[src/rtl/if_fetch_unit_pkg.sv]
// if_fetch_unit_pkg: widths, accelerator-load encoding and burst FSM types for the fetch stage.
package if_fetch_unit_pkg;
  localparam int DATA_BITS = 64;
  localparam int WORD_BITS = 32;
  localparam int ACC_LEN_BITS = 12;
  localparam logic [6:0] ACC_OPCODE = 7'h0B;
  typedef enum logic [2:0] {
    ACC_TGT_NTT    = 3'd0,
    ACC_TGT_PWAM_A = 3'd1,
    ACC_TGT_PWAM_B = 3'd2,
    ACC_TGT_KECCAK = 3'd3
  } acc_tgt_e;
  typedef enum logic {IDLE, BURST} burst_state_e;
  typedef struct packed {
    logic keccak;
    logic pwam_b;
    logic pwam_a;
    logic ntt;
  } acc_we_t;
  // Targets 4-7 select no accelerator.
  function automatic acc_we_t tgt_we(input logic [2:0] tgt);
    return tgt[2] ? acc_we_t'(4'b0000) : acc_we_t'(4'b0001 << tgt[1:0]);
  endfunction
endpackage

[src/rtl/if_fetch_unit_if.sv]
// if_fetch_unit_if: control, ROM and reg_if_id signals of the fetch stage.
interface if_fetch_unit_if;
  import if_fetch_unit_pkg::*;
  logic                 CE;
  logic                 stall;
  logic                 redirect_valid;
  logic [DATA_BITS-1:0] redirect_pc;
  logic [DATA_BITS-1:0] imem_addr;
  logic [WORD_BITS-1:0] imem_rdata;
  logic [WORD_BITS-1:0] inst_out;
  logic [DATA_BITS-1:0] pc_out;
  logic                 ntt_we;
  logic                 pwam_wea;
  logic                 pwam_web;
  logic                 keccak_we;
  logic [DATA_BITS-1:0] counter;
  logic                 busy;
  modport master (
    input  CE, stall, redirect_valid, redirect_pc, imem_rdata,
    output imem_addr, inst_out, pc_out, ntt_we, pwam_wea, pwam_web, keccak_we, counter, busy
  );
  modport slave (
    output CE, stall, redirect_valid, redirect_pc, imem_rdata,
    input  imem_addr, inst_out, pc_out, ntt_we, pwam_wea, pwam_web, keccak_we, counter, busy
  );
endinterface

[src/rtl/if_fetch_unit_acc_burst_seq.sv]
// if_fetch_unit_acc_burst_seq: accelerator-load burst FSM and beat counter.
module if_fetch_unit_acc_burst_seq
  import if_fetch_unit_pkg::*;
#(
  parameter int LEN_BITS = ACC_LEN_BITS
) (
  input  logic                clk,
  input  logic                rst,
  input  logic                advance_i,
  input  logic                flush_i,
  input  logic                is_burst_i,
  input  logic [LEN_BITS-1:0] len_i,
  output logic [LEN_BITS-1:0] beat_o,
  output logic                busy_o,
  output logic                pc_inc_o
);
  burst_state_e        state_q;
  logic [LEN_BITS-1:0] beat_q;
  logic                last_beat;
  assign last_beat = (beat_q + LEN_BITS'(1)) >= len_i;
  assign pc_inc_o  = advance_i & (state_q == BURST ? last_beat : (~is_burst_i | len_i == LEN_BITS'(1)));
  assign beat_o    = beat_q;
  assign busy_o    = state_q == BURST;
  // An advance that does not retire the instruction can only mean the next beat of a burst.
  always_ff @(posedge clk or negedge rst) begin
    if (!rst) begin
      state_q <= IDLE;
      beat_q  <= '0;
    end else if (flush_i || pc_inc_o) begin
      state_q <= IDLE;
      beat_q  <= '0;
    end else if (advance_i) begin
      state_q <= BURST;
      beat_q  <= beat_q + LEN_BITS'(1);
    end
  end
endmodule

[src/rtl/if_fetch_unit.sv]
// if_fetch_unit: RISCV64 fetch stage; owns the PC and expands accelerator loads into beats.
module if_fetch_unit
  import if_fetch_unit_pkg::*;
#(
  parameter logic [DATA_BITS-1:0] RESET_PC      = '0,
  parameter logic [6:0]           CUSTOM_OPCODE = ACC_OPCODE,
  parameter int                   LEN_BITS      = ACC_LEN_BITS
) (
  input logic            clk,
  input logic            rst,
  if_fetch_unit_if.master bus
);
  logic [DATA_BITS-1:0] pc_q;
  logic [DATA_BITS-1:0] pc_d;
  logic [LEN_BITS-1:0]  len;
  logic [LEN_BITS-1:0]  beat;
  logic [2:0]           tgt;
  logic                 advance;
  logic                 flush;
  logic                 is_burst;
  logic                 busy;
  logic                 pc_inc;
  acc_we_t              we;
  assign advance  = bus.CE & ~bus.stall & ~bus.redirect_valid;
  assign flush    = bus.CE & bus.redirect_valid;
  assign tgt      = bus.imem_rdata[14:12];
  assign len      = bus.imem_rdata[31 -: LEN_BITS];
  assign is_burst = bus.imem_rdata[6:0] == CUSTOM_OPCODE && !tgt[2] && len != '0;
  if_fetch_unit_acc_burst_seq #(.LEN_BITS(LEN_BITS)) u_seq (
    .clk       (clk),
    .rst       (rst),
    .advance_i (advance),
    .flush_i   (flush),
    .is_burst_i(is_burst),
    .len_i     (len),
    .beat_o    (beat),
    .busy_o    (busy),
    .pc_inc_o  (pc_inc)
  );
  assign pc_d = flush ? bus.redirect_pc : pc_inc ? pc_q + DATA_BITS'(4) : pc_q;
  always_ff @(posedge clk or negedge rst) begin
    if (!rst) pc_q <= RESET_PC;
    else      pc_q <= pc_d;
  end
  // Inst and pc are stable for the whole burst, so tgt decodes live in either state.
  assign we            = (is_burst | busy) ? tgt_we(tgt) : acc_we_t'(4'b0000);
  assign bus.imem_addr = pc_q;
  assign bus.pc_out    = pc_q;
  assign bus.inst_out  = bus.imem_rdata;
  assign bus.ntt_we    = we.ntt;
  assign bus.pwam_wea  = we.pwam_a;
  assign bus.pwam_web  = we.pwam_b;
  assign bus.keccak_we = we.keccak;
  assign bus.counter   = busy ? DATA_BITS'(beat) : '0;
  assign bus.busy      = busy;
endmodule

[src/flat_wrapper.sv]
// flat-port wrapper written by rule: the top's interface ports become plain ports
module if_fetch_unit_flat import if_fetch_unit_pkg::*;
#(
  parameter logic [DATA_BITS-1:0] RESET_PC      = '0,
  parameter logic [6:0]           CUSTOM_OPCODE = ACC_OPCODE,
  parameter int                   LEN_BITS      = ACC_LEN_BITS
)
  (clk, rst, bus_CE, bus_stall, bus_redirect_valid, bus_redirect_pc, bus_imem_rdata, bus_imem_addr, bus_inst_out, bus_pc_out, bus_ntt_we, bus_pwam_wea, bus_pwam_web, bus_keccak_we, bus_counter, bus_busy);
  if_fetch_unit_if bus_i ();
  input logic clk;
  input logic rst;
  input wire logic [$bits(bus_i.CE)-1:0] bus_CE;
  input wire logic [$bits(bus_i.stall)-1:0] bus_stall;
  input wire logic [$bits(bus_i.redirect_valid)-1:0] bus_redirect_valid;
  input wire logic [$bits(bus_i.redirect_pc)-1:0] bus_redirect_pc;
  input wire logic [$bits(bus_i.imem_rdata)-1:0] bus_imem_rdata;
  output wire logic [$bits(bus_i.imem_addr)-1:0] bus_imem_addr;
  output wire logic [$bits(bus_i.inst_out)-1:0] bus_inst_out;
  output wire logic [$bits(bus_i.pc_out)-1:0] bus_pc_out;
  output wire logic [$bits(bus_i.ntt_we)-1:0] bus_ntt_we;
  output wire logic [$bits(bus_i.pwam_wea)-1:0] bus_pwam_wea;
  output wire logic [$bits(bus_i.pwam_web)-1:0] bus_pwam_web;
  output wire logic [$bits(bus_i.keccak_we)-1:0] bus_keccak_we;
  output wire logic [$bits(bus_i.counter)-1:0] bus_counter;
  output wire logic [$bits(bus_i.busy)-1:0] bus_busy;
  assign bus_i.CE = bus_CE;
  assign bus_i.stall = bus_stall;
  assign bus_i.redirect_valid = bus_redirect_valid;
  assign bus_i.redirect_pc = bus_redirect_pc;
  assign bus_i.imem_rdata = bus_imem_rdata;
  assign bus_imem_addr = bus_i.imem_addr;
  assign bus_inst_out = bus_i.inst_out;
  assign bus_pc_out = bus_i.pc_out;
  assign bus_ntt_we = bus_i.ntt_we;
  assign bus_pwam_wea = bus_i.pwam_wea;
  assign bus_pwam_web = bus_i.pwam_web;
  assign bus_keccak_we = bus_i.keccak_we;
  assign bus_counter = bus_i.counter;
  assign bus_busy = bus_i.busy;
  if_fetch_unit #(.RESET_PC(RESET_PC), .CUSTOM_OPCODE(CUSTOM_OPCODE), .LEN_BITS(LEN_BITS)) u_core (.clk(clk), .rst(rst), .bus(bus_i));
endmodule
[config.mk]
export PLATFORM = sky130hd
export DESIGN_NAME = if_fetch_unit_flat
export DESIGN_NICKNAME = d
export VERILOG_FILES = /design/src/rtl/if_fetch_unit_pkg.sv /design/src/rtl/if_fetch_unit_if.sv /design/src/rtl/if_fetch_unit_acc_burst_seq.sv /design/src/rtl/if_fetch_unit.sv /design/src/flat_wrapper.sv
export SDC_FILE = /design/constraint.sdc
export NUM_CORES = 1
export LEC_CHECK = 0
export BUFFER_PORTS_ARGS = -buffer_cell sky130_fd_sc_hd__clkbuf_2
export CAP_MARGIN = 20
export CORE_AREA = 2 2 128 130
export DETAILED_ROUTE_END_ITERATION = 6
export DIE_AREA = 0 0 130 132
export PLACE_DENSITY = 0.74
export SLEW_MARGIN = 20
export SYNTH_ARGS = -nofsm -noshare
export SYNTH_HDL_FRONTEND = slang
export SYNTH_SLANG_ARGS = --single-unit
[constraint.sdc]
create_clock -name clk -period 4.7 [get_ports clk]
set_clock_uncertainty 0.2 [all_clocks]
set_input_delay 0.47 -clock clk [delete_from_list [all_inputs] [get_ports clk]]
set_output_delay 0.47 -clock clk [all_outputs]
set_load 0.1 [all_outputs]
==> results.md, run 1 <==
* Worst hold slack at -0.0465 ns
* Yosys cell types at 61
* Layout Nets at 1065
* #FFs+latches synth at 77
* Failing checks: negative hold slack
* Vias per inst at 5.59
* Die area at 17200 um^2
* Fin. Hold Viols at 30
* Final estimated routing congestion in global placement at 0.878
* Final cell count without fillers at 1171
* Clk slew on worst S/H paths at 0.06 ns
* Tot GR Track Use at 0.233
* Remaining antenna violation count after routing at 0
* Crit path launch type: register
* Vias at 6549
* First-pass GRT wire length at 31500 um
* HP Class: input pin to async pin
* Most area-consuming cells after synthesis: dfrtp_1 (30%), buf_4 (17%), nor2_1 (4.3%), a31oi_1 (3.8%), nand2_1 (3.1%)
* Synth top area share at 0.296
* Io pins at 330
* DR iter-0 viols at 542
* Root Driver: clkbuf_16
* Dpl hpwl at 15200 um
* Core area at 15700 um^2
* Vias in the first global route at 5750
* Worst Setup SP: u_core.u_seq.beat_o[0]
* CP Cell Sequence: and3_1, nand3_1, or2_2, nor3_1, xor2_1, ha_1, and4_1, o211ai_1, a2bb2oi_1, a21oi_1, or4bb_1, a31oi_1
* Number of synthesized flops with an enable pin at 0
* FMAX at 237 MHz
* Worst vdd ir at 273 uV
* Max Slew Vio Count at 0
* DRC Markers at 0
* Critical path class: register to register
* H-tree depth at 3
* Drt first pass iters at 5
* Least-Margin Pin Slew at 1.08 ns
* Syn Inst Count at 807
* Sequential power share at 0.262
* Area grow syn2layout at 13.4%
* Syn_area_per_cell at 8.06 um^2
* Row count at 46
* Main synth FF type: dfrtp_1
* Max_slew headroom at 0.272
* Die width at 130 um
* Filler instances at 1618
* Net switching fraction of the power at 0.595
* Port bufs at 257
* Clock Sinks at 77
* Commonest non-fill, non-tap cell in the layout: clkbuf_2
* Starting density of the core at 0.414
* Initial antenna violation count at 0
* Synth warn at 0
* Worst path max stage delay at 0.82 ns
* Routed len/inst at 17.5 um
* ANT cells at 0
* Placed Cells at 1155
* Setup_tns at 0 ns
* Final worst path period share at 0.898
* Max_cap viols at 0
* Total grt overflow at 0
* Critical-path top delay cell: a21oi_1
* Commonest cells after routing, fill and taps aside: clkbuf_2 (256), dfrtp_1 (77), nor2_1 (73)
* Post-Syn Area at 6500 um^2
* Net Switching at 1970 uW
* Ys async rst share at 1.00
* Gate power share at 0.537
* Die height at 132 um
* Drt total wl at 20500 um
* Inserted Clock Buffers at 9
* CTS Hold Buffers Added at 0
* RSZ-0062 raised after global routing: no
* Synth area leader: dfrtp_1
* RR Startpoint: u_core.u_seq.beat_o[0]
* Ratio of cells with drive above 1 in the final layout at 0.307
* Crit path capture type: register
* Status: finished with violations
* Setup Fix Bufs, Post-CTS at 0
* Min Tclk post-route at 4.22 ns
* Clk pwr share at 0.202
* Int Pwr at 1340 uW
* Clock latency on the worst-skew pair at 0.35 ns
* CTS tree: yes
* CP arrival at 4.28 ns
* CP Max Fanout at 11
* Pwr/cell area at 450 nW/um^2
* Post-Route Utilization at 0.469
* Resized cells post-CTS at 0
* Pleak at 0.00349 uW
* Clk buf depth at 2
* Final setup fails at 0
* Largest net degree at the start of global routing at 100
* Worst path required time at 4.76 ns
* Seq/Total Area, Yosys at 0.296
## per-layer routing
metal	GRT usage	share of wire
met1	0.313	0.43
met2	0.378	0.48
met3	0.0434	0.067
met4	0.0723	0.025
met5	0	0
## flip-flops by register name, indices dropped and copies added (netlist names)
name / count
u_core.bus.imem_addr: 64
u_core.u_seq.busy_o: 1
u_core.u_seq.beat_o: 12
## cell families (layout without fill, tap and decap cells)
| logic type | count (synthesis) | in the layout | synth area share |
|---|---|---|---|
| AOI/OAI and AO/OA | 170 | 170 | 0.183 |
| xor gates and xnor gates | 14 | 14 | 0.0189 |
| adders and majority gates | 14 | 14 | 0.0269 |
| buffers and inverters | 213 | 310 | 0.210 |
| DFF | 77 | 77 | 0.296 |
| muxes | 3 | 3 | 0.00500 |
| other | 1 | 52 | 0.000577 |
| and+or+nand+nor | 315 | 315 | 0.259 |
## final cells by class
| type | instances | area, um^2 | area share |
|---|---|---|---|
| clock buffers | 15 | 268 | 0.0363 |
| well taps | 216 | 270 | 0.0367 |
| repair buffers | 266 | 1370 | 0.186 |
| flip-flops and latches | 77 | 1930 | 0.261 |
| multi-input cells | 568 | 3420 | 0.464 |
| inverters | 28 | 105 | 0.0143 |
| clock inverters | 1 | 5.00 | 0.000679 |
## worst max-delay path, delay by kind of cell (launching register included)
kind / cells / cell delay [ns]
AOI/OAI and AO/OA: 4 / 1.35
xor gates and xnor gates: 1 / 0.13
adders and majority gates: 1 / 0.33
DFF: 1 / 0.45
and+or+nand+nor: 6 / 1.67
## power groups by stage
stage | clock (uW) | combinational, uW | sequential [uW]
after CTS | 676 | 1780 | 866
final | 668 | 1780 | 868
after global routing | 705 | 1840 | 885
after global placement | 0 | 1770 | 875
after detailed placement | 0 | 1780 | 877
after floorplan | 0 | 1190 | 1350
## path summary, 6_finish.rpt
path	end	slack, ns	depth (start not counted)
min in group clk	u_core.bus.imem_addr[0]	0.12	3
worst min register to register	u_core.bus.imem_addr[1]	0.30	2
worst max register to register	u_core.bus.imem_addr[27]	0.48	12
worst min-delay path	u_core.bus.imem_addr[1]	-0.05	1
max in group asynchronous	u_core.bus.imem_addr[13]	3.79	1
worst max-delay path	u_core.bus.imem_addr[27]	0.48	12
## synthesized netlist by cell type, types with 3 or more instances
cell and instances:
clkbuf_1 28, and4_1 10, or3_1 15, a32o_1 8, xnor2_1 10, and3_1 17
o22ai_1 6, a31oi_1 39, ha_1 14, or2_2 3, and2_1 17, o31ai_1 19
a2bb2oi_1 4, or4_1 17, nand3_1 38, o21ai_0 25, a2111oi_0 3, nor4_1 9
dfrtp_1 77, a311oi_1 6, nand2_1 54, a21oi_1 14, a21o_1 5, nor4b_1 3
buf_4 149, o211ai_1 8, xor2_1 4, nor2b_1 4, nand4_1 22, nor3_1 18
a41o_1 3, a221o_1 3, nand4b_1 5, a211oi_1 11, o21a_1 3, inv_1 27
nor2_1 74, buf_2 6
## metrics by stage
stage | area [um^2] | hold slack [ns] | setup WS (ns) | power (uW)
after floorplan | 6690 | -0.0256 | 0.989 | 2540
after global placement | 7090 | 0.280 | 0.543 | 2650
after detailed placement | 7090 | 0.286 | 0.400 | 2660
after CTS | 7360 | 0.110 | 0.405 | 3320
after global routing | 7370 | 0.0357 | 0.101 | 3430
final | 7370 | -0.0465 | 0.480 | 3310
(Power assumes the default switching activity.)
==> run 2, diff against run 1 <==
--- a/config.mk
+++ b/config.mk
@@ -11,6 +11,7 @@
 export DETAILED_ROUTE_END_ITERATION = 6
 export DIE_AREA = 0 0 130 132
 export PLACE_DENSITY = 0.74
+export RECOVER_POWER = 25
 export SLEW_MARGIN = 20
 export SYNTH_ARGS = -nofsm -noshare
 export SYNTH_HDL_FRONTEND = slang
==> results.md, run 2 (synthesized netlist as in run 1, its figures left out) <==
* Status: finished with violations
* Failing checks: max-capacitance violations, max-slew violations
* Worst path max stage delay at 0.82 ns
* ANT cells at 0
* H-tree depth at 3
* Filler instances at 1620
* Top Family by Delay on Critical Path: simple AND/OR/NAND/NOR gates
* Met3 usage at 0.0434
* Max_cap viols at 1
* Vias per inst at 5.59
* Area grow syn2layout at 13.3%
* Clock Sinks at 77
* Tot GR Track Use at 0.233
* Die width at 130 um
* Port bufs at 257
* Max Slew Vio Count at 78
* DR iter-0 viols at 542
* Post-route cell area at 7360 um^2
* FMAX at 237 MHz
* Root Driver: clkbuf_16
* Least-Margin Pin Slew at 2.09 ns
* Critical path class: register to register
* Drt first pass iters at 5
* M2 GR Usage at 0.378
* Ratio of cells with drive above 1 in the final layout at 0.307
* Min Tclk post-route at 4.22 ns
* First-pass GRT wire length at 31500 um
* Final worst path period share at 0.897
* Starting density of the core at 0.414
* Cell Area, Placed at 7090 um^2
* Drt total wl at 20500 um
* Most Crowded Layer GR: met2
* Clk slew on worst S/H paths at 0.06 ns
* Final setup fails at 0
* Total grt overflow at 0
* M1 GR Usage at 0.313
* Inserted Clock Buffers at 9
* Max_slew headroom at -0.392
* DRC Markers at 0
* Clock latency on the worst-skew pair at 0.35 ns
* RSZ-0062 raised after global routing: no
* Dpl hpwl at 15200 um
* Clk buf depth at 2
* HP Class: input pin to register
* Remaining antenna violation count after routing at 0
* Pwr/cell area at 450 nW/um^2
* Final estimated routing congestion in global placement at 0.878
* Layout Nets at 1065
* Setup_tns at 0 ns
* Die height at 132 um
* CP Cell Sequence: and3_1, nand3_1, or2_2, nor3_1, xor2_1, ha_1, and4_1, o211ai_1, a2bb2oi_1, a21oi_1, or4bb_1, a31oi_1
* Die area at 17200 um^2
* Crit path capture type: register
* Critical-path top delay cell: a21oi_1
* Initial antenna violation count at 0
* Core area at 15700 um^2
* Fin. Hold Viols at 0
* Largest net degree at the start of global routing at 100
* Commonest non-fill, non-tap cell in the layout: clkbuf_2
* Max reg flops at 64
* Crit path launch type: register
* Io pins at 330
* Row count at 46
* Vias in the first global route at 5750
* CTS tree: yes
* Worst path required time at 4.76 ns
* Worst vdd ir at 273 uV
* CP Buf/Inv Count at 0
* Pleak at 0.00349 uW
* CP arrival at 4.28 ns
* Setup Fix Bufs, Post-CTS at 0
* Routed len/inst at 17.5 um
* CP Max Fanout at 11
* Commonest cells after routing, fill and taps aside: clkbuf_2 (257), dfrtp_1 (77), nor2_1 (73)
* Vias at 6551
## run 2: worst register-to-register path, stage by stage (launching register included)
cell and delay [ns]:
dfrtp_1 0.45, and3_1 0.18, nand3_1 0.16, or2_2 0.39, nor3_1 0.24, xor2_1 0.13
ha_1 0.33, and4_1 0.24, o211ai_1 0.12, a2bb2oi_1 0.24, a21oi_1 0.82, or4bb_1 0.46
a31oi_1 0.17
## run 2: report_power, final
group | switching (uW) | internal, uW
logic | 1560 | 223
clock network | 281 | 387
registers | 135 | 733
## run 2: final cells by class
class	instances	area [um^2]	share of cell area
Clock buffer	15	268	0.0364
Clock inverter	1	5.00	0.000680
Inverter	28	105	0.0143
Multi-Input combinational cell	568	3420	0.465
Sequential cell	77	1930	0.262
Tap cell	216	270	0.0367
Timing Repair Buffer	266	1370	0.186
## run 2: metal layers
layer	wire (um)	share of wire
met4	516	0.025
met5	0	0
met3	1340	0.065
met2	9840	0.48
met1	8800	0.43
## run 2: final timing paths
path	from	endpoint	slack, ns	depth (start not counted)
min in group asynchronous	rst	u_core.bus.imem_addr[1]	0.50	1
worst max register to register	u_core.u_seq.beat_o[0]	u_core.bus.imem_addr[27]	0.48	12
max in group asynchronous	rst	u_core.bus.imem_addr[13]	2.54	1
worst min register to register	u_core.bus.imem_addr[1]	u_core.bus.imem_addr[1]	0.30	2
worst max-delay path	u_core.u_seq.beat_o[0]	u_core.bus.imem_addr[27]	0.48	12
worst min-delay path	bus_redirect_pc[0]	u_core.bus.imem_addr[0]	0.12	3
## run 2: metrics by stage
stage	setup WS, ns	instances	power, uW	hold WS (ns)	utilization
after floorplan	0.989	858	2540	-0.0256	-
after global placement	0.543	1155	2650	0.280	0.451
after detailed placement	0.400	1155	2660	0.286	0.451
after CTS	0.405	1171	3320	0.110	0.468
after global routing	0.101	1171	3430	0.120	0.469
final	0.482	1171	3310	0.119	0.469
## run 2: timing repair
action | in CTS | in global routing
gates resized for setup | 0 | 1
endpoints found under the setup margin | 0 | 1
hold buffers | 0 | 0
==> run 3, diff against run 2 <==
--- a/config.mk
+++ b/config.mk
@@ -7,10 +7,10 @@
 export LEC_CHECK = 0
 export BUFFER_PORTS_ARGS = -buffer_cell sky130_fd_sc_hd__clkbuf_2
 export CAP_MARGIN = 20
-export CORE_AREA = 2 2 128 130
+export CORE_MARGIN = 2
+export CORE_UTILIZATION = 43
 export DETAILED_ROUTE_END_ITERATION = 6
-export DIE_AREA = 0 0 130 132
-export PLACE_DENSITY = 0.74
+export PLACE_DENSITY = 0.79
 export RECOVER_POWER = 25
 export SLEW_MARGIN = 20
 export SYNTH_ARGS = -nofsm -noshare
==> constraint.sdc (replaced) <==
create_clock -name clk -period 3.7 [get_ports clk]
set_clock_uncertainty 0.2 [all_clocks]
set_input_delay 0.37 -clock clk [delete_from_list [all_inputs] [get_ports clk]]
set_output_delay 0.37 -clock clk [all_outputs]
set_load 0.1 [all_outputs]
==> results.md, run 3 (synthesized netlist as in run 1, its figures left out) <==
* Commonest non-fill, non-tap cell in the layout: clkbuf_2
* Pleak at 0.00365 uW
* Endpoint, Worst Hold: u_core.bus.imem_addr[1]
* Dpl hpwl at 15100 um
* Area grow syn2layout at 17.4%
* Vias in the first global route at 5849
* Vias at 6664
* Commonest cells after routing, fill and taps aside: clkbuf_2 (257), dfrtp_1 (77), nor2_1 (72)
* Overall Power at 4340 uW
* First-pass GRT wire length at 31300 um
* RR Startpoint: u_core.u_seq.beat_o[0]
* Total grt overflow at 0
* Min Tclk post-route at 3.58 ns
* Critical hold path startpoint: bus_redirect_pc[1]
* Core area at 14600 um^2
* Die height at 127 um
* R2R depth at 13
* Ratio of cells with drive above 1 in the final layout at 0.337
* Root Driver: clkbuf_16
* Remaining antenna violation count after routing at 0
* Clock Sinks at 77
* Max Slew Vio Count at 78
* Worst vdd ir at 316 uV
* Starting density of the core at 0.444
* Io pins at 330
* Vias per inst at 5.72
* Die area at 16100 um^2
* Routed len/inst at 17.6 um
* DR iter-0 viols at 553
* Pwr/cell area at 569 nW/um^2
* Clk slew on worst S/H paths at 0.06 ns
* Crit path capture type: register
* Die width at 127 um
* Drt first pass iters at 5
* Failing checks: max-capacitance violations, max-slew violations
* Hold path cells at 3
* Final worst path period share at 0.968
* Post-Route Utilization at 0.521
* CTS tree: yes
* DRC Markers at 0
* FF-to-FF End: u_core.bus.imem_addr[21]
* Clock latency on the worst-skew pair at 0.35 ns
* HP Class: input pin to register
* Reg2reg setup slack at 0.12 ns
* Fin. Hold Viols at 0
* CP Max Fanout at 27
* Least-Margin Pin Slew at 2.03 ns
* Inserted Clock Buffers at 9
* FMAX at 279 MHz
* Worst hold slack at 0.0156 ns
* Clk buf depth at 2
* Tot GR Track Use at 0.243
* Initial antenna violation count at 1
* Layout Nets at 1091
* Final setup fails at 0
* Worst path required time at 3.77 ns
* Status: finished with violations
* Critical path class: register to register
* Max_slew headroom at -0.352
* Max_cap viols at 1
* Final estimated routing congestion in global placement at 0.904
* Crit path launch type: register
* Row count at 44
* Max reg flops at 64
* H-tree depth at 3
* CP arrival at 3.65 ns
* Drt total wl at 20500 um
* Port bufs at 257
* Largest net degree at the start of global routing at 100
-- run 3: how the worst max path moves through the flow --
stage	startpoint	endpoint	slack, ns	depth (start not counted)
final	u_core.u_seq.beat_o[0]	u_core.bus.imem_addr[21]	0.12	13
after global routing	u_core.u_seq.beat_o[0]	u_core.bus.imem_addr[21]	-0.07	13
after CTS	u_core.u_seq.beat_o[0]	u_core.bus.imem_addr[61]	0.01	13
after detailed placement	u_core.u_seq.beat_o[0]	u_core.bus.imem_addr[22]	-0.15	12
after global placement	u_core.u_seq.beat_o[0]	u_core.bus.imem_addr[22]	-0.01	12
after floorplan	u_core.u_seq.beat_o[0]	u_core.bus.imem_addr[21]	0.03	15
-- run 3: metrics by stage --
step                std cells  worst slack, ns  instance area (um^2)  TNS (ns)
finish                   1165            0.117                  7630         0
global route             1165          -0.0702                  7630    -0.355
CTS                      1158           0.0144                  7530         0
detailed placement       1143           -0.147                  7200     -1.07
global placement         1143          -0.0125                  7200   -0.0125
floorplan                 858           0.0312                  6700         0
-- run 3: final cells by class --
type / count / area, um^2
clock buffers: 11 / 243
multi-input cells: 568 / 3480
repair buffers: 292 / 1570
fillers: 1404 / 7010
flip-flops and latches: 77 / 1930
well taps: 184 / 230
clock inverters: 4 / 72.6
inverters: 28 / 105
diodes: 1 / 2.50
-- run 3: where the power goes --
| group | total [uW] | internal [uW] | switching, uW | leakage, uW |
|---|---|---|---|---|
| logic | 2280 | 292 | 1980 | 0.00262 |
| registers | 1100 | 931 | 167 | 0.000887 |
| clock network | 967 | 605 | 362 | 0.000152 |
| total | 4340 | 1830 | 2510 | 0.00365 |
-- run 3: timing repair --
item                       4_1_cts  5_1_grt
buffers inserted                 0        5
setup endpoints to repair       18       63
resized for setup                4       12
hold buffers                     0        1
pin swaps                        0        7
hold endpoints to repair         0       77
-- run 3: layer usage --
layer / vias up / part of all wire / global-route usage / wire [um]
met5: - / 0 / 0 / 0
met1: 3185 / 0.41 / 0.325 / 8510
met2: 331 / 0.49 / 0.405 / 10100
met4: 0 / 0.026 / 0.0827 / 528
met3: 37 / 0.068 / 0.0360 / 1400
li1: 3111 / - / - / -
-- run 3: worst max-delay path: stages (launching register included) --
cell	delay (ns)
dfrtp_1	0.38
and3_1	0.16
nand3_1	0.11
or2_4	0.29
nor3_4	0.21
xor2_2	0.11
ha_1	0.32
and4_4	0.23
o211ai_1	0.14
a2bb2oi_2	0.20
a21o_4	0.25
buf_12	0.16
or4_2	0.55
a31oi_2	0.19
